==> src/rtl/etapa_id_ex.sv <==
// ID/EX pipeline register with MEM/WB operand bypass and PC/imm operand select.
// Ports: decode handshake (id_*), flush, ex_listo, mem_*/wb_* bypass, ALU operands and held fields; FORWARDING_EN enables bypass.
module etapa_id_ex #(
  parameter int ANCHO     = 32,
  parameter int ANCHO_REG = 5,
  parameter int ANCHO_OP  = 4
) (
  input  logic                 clk,
  input  logic                 rst,
  input  logic                 id_valido,
  output logic                 id_listo,
  input  logic [ANCHO-1:0]     id_pc,
  input  logic [ANCHO_REG-1:0] id_rs1,
  input  logic [ANCHO_REG-1:0] id_rs2,
  input  logic [ANCHO-1:0]     id_rs1_dato,
  input  logic [ANCHO-1:0]     id_rs2_dato,
  input  logic [ANCHO-1:0]     id_imm,
  input  logic                 id_usa_pc,
  input  logic                 id_usa_imm,
  input  logic [ANCHO_OP-1:0]  id_operacion,
  input  logic [ANCHO_REG-1:0] id_rd,
  input  logic                 id_escribe_rd,
  input  logic                 flush,
  input  logic                 ex_listo,
  input  logic                 mem_escribe,
  input  logic [ANCHO_REG-1:0] mem_rd,
  input  logic [ANCHO-1:0]     mem_dato,
  input  logic                 wb_escribe,
  input  logic [ANCHO_REG-1:0] wb_rd,
  input  logic [ANCHO-1:0]     wb_dato,
  output logic                 ex_valido,
  output logic [ANCHO-1:0]     valA,
  output logic [ANCHO-1:0]     valB,
  output logic [ANCHO_OP-1:0]  operacion,
  output logic [ANCHO-1:0]     ex_rs2_dato,
  output logic [ANCHO-1:0]     ex_pc,
  output logic [ANCHO_REG-1:0] ex_rd,
  output logic                 ex_escribe_rd
);

  logic                 r_valido;
  logic [ANCHO-1:0]     r_pc;
  logic [ANCHO_REG-1:0] r_rs1;
  logic [ANCHO_REG-1:0] r_rs2;
  logic [ANCHO-1:0]     r_rs1_dato;
  logic [ANCHO-1:0]     r_rs2_dato;
  logic [ANCHO-1:0]     r_imm;
  logic                 r_usa_pc;
  logic                 r_usa_imm;
  logic [ANCHO_OP-1:0]  r_op;
  logic [ANCHO_REG-1:0] r_rd;
  logic                 r_escribe;

  logic                 w_carga;
  logic [ANCHO-1:0]     w_fwd1;
  logic [ANCHO-1:0]     w_fwd2;

  assign id_listo = !r_valido || ex_listo;
  assign w_carga  = id_valido && id_listo;

  always_ff @(posedge clk) begin
    if (rst) begin
      r_valido   <= 1'b0;
      r_pc       <= '0;
      r_rs1      <= '0;
      r_rs2      <= '0;
      r_rs1_dato <= '0;
      r_rs2_dato <= '0;
      r_imm      <= '0;
      r_usa_pc   <= 1'b0;
      r_usa_imm  <= 1'b0;
      r_op       <= '0;
      r_rd       <= '0;
      r_escribe  <= 1'b0;
    end else if (flush) begin
      r_valido <= 1'b0;
    end else if (w_carga) begin
      r_valido   <= 1'b1;
      r_pc       <= id_pc;
      r_rs1      <= id_rs1;
      r_rs2      <= id_rs2;
      r_rs1_dato <= id_rs1_dato;
      r_rs2_dato <= id_rs2_dato;
      r_imm      <= id_imm;
      r_usa_pc   <= id_usa_pc;
      r_usa_imm  <= id_usa_imm;
      r_op       <= id_operacion;
      r_rd       <= id_rd;
      r_escribe  <= id_escribe_rd;
    end else if (r_valido && ex_listo) begin
      r_valido <= 1'b0;
    end
  end

`ifdef FORWARDING_EN
  // x0 is never bypassed; MEM is younger than WB so it wins.
  always_comb begin
    w_fwd1 = r_rs1_dato;
    if (r_rs1 != '0) begin
      if (mem_escribe && mem_rd == r_rs1)
        w_fwd1 = mem_dato;
      else if (wb_escribe && wb_rd == r_rs1)
        w_fwd1 = wb_dato;
    end
  end

  always_comb begin
    w_fwd2 = r_rs2_dato;
    if (r_rs2 != '0) begin
      if (mem_escribe && mem_rd == r_rs2)
        w_fwd2 = mem_dato;
      else if (wb_escribe && wb_rd == r_rs2)
        w_fwd2 = wb_dato;
    end
  end
`else
  logic w_bypass_nc;
  assign w_bypass_nc = ^{mem_escribe, mem_rd, mem_dato,
                         wb_escribe, wb_rd, wb_dato};
  assign w_fwd1 = r_rs1_dato;
  assign w_fwd2 = r_rs2_dato;
`endif

  assign ex_valido     = r_valido;
  assign valA          = r_usa_pc ? r_pc : w_fwd1;
  assign valB          = r_usa_imm ? r_imm : w_fwd2;
  assign ex_rs2_dato   = w_fwd2;
  assign operacion     = r_op;
  assign ex_pc         = r_pc;
  assign ex_rd         = r_rd;
  assign ex_escribe_rd = r_escribe && r_valido;

endmodule

==> config.mk <==
export PLATFORM = sky130hd
export DESIGN_NAME = etapa_id_ex
export DESIGN_NICKNAME = d
export VERILOG_FILES = /design/src/rtl/etapa_id_ex.sv
export SDC_FILE = /design/constraint.sdc
export NUM_CORES = 1
export LEC_CHECK = 0
export CAP_MARGIN = 20
export CORE_AREA = 2 2 145 147
export DETAILED_ROUTE_END_ITERATION = 8
export DIE_AREA = 0 0 147 149
export PLACE_DENSITY = 0.81
export SETUP_SLACK_MARGIN = 0.05
export SYNTH_ARGS = -nofsm -noshare
export SYNTH_HDL_FRONTEND = slang
export SYNTH_SLANG_ARGS = --single-unit
==> constraint.sdc <==
create_clock -name clk -period 1.6 [get_ports clk]
set_input_delay 0.48 -clock clk [delete_from_list [all_inputs] [get_ports clk]]
set_output_delay 0.48 -clock clk [all_outputs]
set_load 0.01 [all_outputs]
==> reports/qor.txt <==
CP startpoint kind: flip-flop
pwr/cell area: 843 nW/um^2
Synth Flop Type: dfxtp_1
DP Area: 10300 sq um
compound-gate portion of the synthesized area: 0%
Num CTS Buffers: 17
FMAX: 0.491 GHz
GRT Util Overall: 19.0%
final instance area: 12000 sq um
sequential area share after synthesis: 39.7%
Clock transition at path regs: 0.06 ns
Slew Limit Fails: 0
Post-synth ARST share: 0%
fin nets: 1260
Final min period: 2.04 ns
H-tree levels: 4
Worst Path Arrival: 1.56 ns
Post-Layout Cell Count: 1317
skew final: 0.0166 ns
CP Cell Sequence: buf_16 -> buf_8 -> mux2_4 -> buf_6
first-pass GRT wire length: 32.7 mm
Core Area: 20600 sq um
Tcrit/Tclk final: 127%
clk buf depth: 2
Mapped Cells: 686
final hold slack: 0.469 ns
syn avg cell area: 10.4 sq um
Worst Path Required: 1.12 ns
worst hold path class: reg -> reg
initial DRC count: 173
Synth Area in Adders: 0%
Hold Violations, Final: 0
delay-heaviest family, CP: flip-flops
Peak VDD IR: 0.599 mV
main area contributors after synthesis: dfxtp_1, nand2b_1, mux2i_1
worst rel slew slack: 76.5%
hpwl dp: 13.1 mm
vias in the first global route: 6153
DR pass1 iterations: 4
largest family of logic cells by synthesized area: multiplexers
storage element area: 2850 sq um
Buf/Inv on CP: 3
Final Wtd Congestion: 0.762
Worst-Margin Slew: 0.352 ns
RSZ-0062 raised after global routing: true
I/O pins: 371
area leader, netlist: dfxtp_1
TritonCTS clock tree: yes
simple-gate share of the synthesized area: 25.2%
Multi-input gate area: 4170 sq um
Die Width: 147 um
drc violations: 0
largest net degree at the start of global routing: 111
# fillers: 1705
antenna violations before repair: 0
die span in y: 149 um
Final TNS setup: -29.01 ns
multiplexer area fraction after synthesis: 29.9%
most instantiated library cell after synthesis: nand2b_1
slowest CP cell: dfxtp_4
dpl ws: -0.527 ns
Die ar.: 21900 sq um
clk sink count: 141
XOR/XNOR Fraction of Synth Area: 0%
Syn. warnings: 0
final worst slack: -0.438 ns
CP endpoint kind: primary output
Mapped Area: 7100 sq um
Static Leakage: 4.95 nW
Post-synth EDFFs: 0
share of layout cells above drive strength 1: 32.1%
worst skew pair latency: 0.42 ns
Cells after DPL: 1228
GRT overflow: 0
Max Cap Viol: 0
WL/cell: 16.3 um
number of port buffers: 284
outcome: finished with violations
Setup-failing EPs final: 145
Starting Density: 34.6%
Detail Route Antenna Nets: 0
CP peak stage delay: 0.43 ns
routed vias: 5979
synth cell count leaders: nand2b_1, dfxtp_1, mux2i_1, mux2_2, clkbuf_1
DRT Wirelength: 21.5 mm
antenna cells: 0
CTS root buf: clkbuf_16
vias per cell: 4.54
failing checks: setup timing
Cell variety after synth: 15
Crit Path Max Fanout: 6
Setup CP Type: reg -> out
Synth top area share: 39.7%
FF+latch count, synth: 141
area added between synthesis and finish: 68.7%
# rows: 53
syn_nets: 917
## cell families (layout without fill, tap and decap cells)
logic type,Yosys count,in the layout
buf+inv,56,412
mux,204,204
flops,141,141
simple gates,285,285
## timing repair
item,4_1_cts,5_1_grt
resized for setup,566,163
setup endpoints to repair,220,259
pin swaps,1,2
hold buffers,0,0
setup buffers,40,13
cloned,14,3
## sequential cells by signal (all words and copies together), names as in the netlist
name         flops
ex_pc           32
ex_rs2_dato     32
r_imm           32
r_rs1_dato      32
ex_rd            5
operacion        4
ex_valido        1
r_escribe        1
r_usa_imm        1
r_usa_pc         1
## worst reg2reg max path: stages, from the launching register on
cell and delay, ns:
dfxtp_2 0.32, buf_6 0.11, nor2b_4 0.12, buf_6 0.12, nor3b_4 0.22, buf_6 0.15, buf_12 0.15, buf_6 0.13
buf_16 0.12, mux2i_1 0.23
## cells in the final DEF, fill, tap and decap left out, types with 6 or more instances in the layout
cell type        synthesis  layout
buf_12                   1      18
buf_16                   0       8
buf_2                   10      21
buf_4                    4      23
buf_6                    0      87
buf_8                   10      18
clkbuf_16                0      20
clkbuf_2                 0      39
clkdlybuf4s15_1          0      10
clkdlybuf4s15_2          0       6
clkdlybuf4s50_1          0     142
dfxtp_1                141     126
dfxtp_2                  0      13
mux2_4                   0      62
mux2i_1                140     139
nand2b_1               280     280
## power breakdown
| group | switching, mW | internal, mW | leakage, nW |
|---|---|---|---|
| logic | 0.727 | 1.29 | 3.51 |
| registers | 0.129 | 3.70 | 1.16 |
| clock network | 1.63 | 2.63 | 0.288 |
| total | 2.49 | 7.62 | 4.95 |
## path summary, 6_finish.rpt
path	start	slack [ns]	cells after the start	endpoint
max	r_usa_imm	-0.44	4	valB[8]
min	r_rs1_dato[23]	0.47	2	r_rs1_dato[23]
max reg2reg	ex_valido	-0.14	9	r_imm[15]
min reg2reg	r_rs1_dato[23]	0.47	2	r_rs1_dato[23]
## metrics by stage
stage               util (%)  total power [mW]
floorplan                  -              4.66
global placement        50.2              5.56
detailed placement      50.2              5.58
CTS                     57.6              10.1
global route            58.3              10.5
finish                  58.3              10.1
## layer usage
| metal | global-route usage [%] | share of wire (%) |
|---|---|---|
| met5 | 0 | 0 |
| met4 | 5.91 | 1.8 |
| met3 | 6.57 | 7.2 |
| met2 | 32.3 | 48 |
| met1 | 22.7 | 43 |
## area by class of cell
class,count,area share (%)
tap,275,2.87
timing repair buffer,379,33.4
multi-input combinational,489,34.8
sequential,141,23.7
inverter,1,0.0313
clock inverter,12,1.54
clock buffer,20,3.64
No activity file was read; power rests on OpenSTA's default activity.
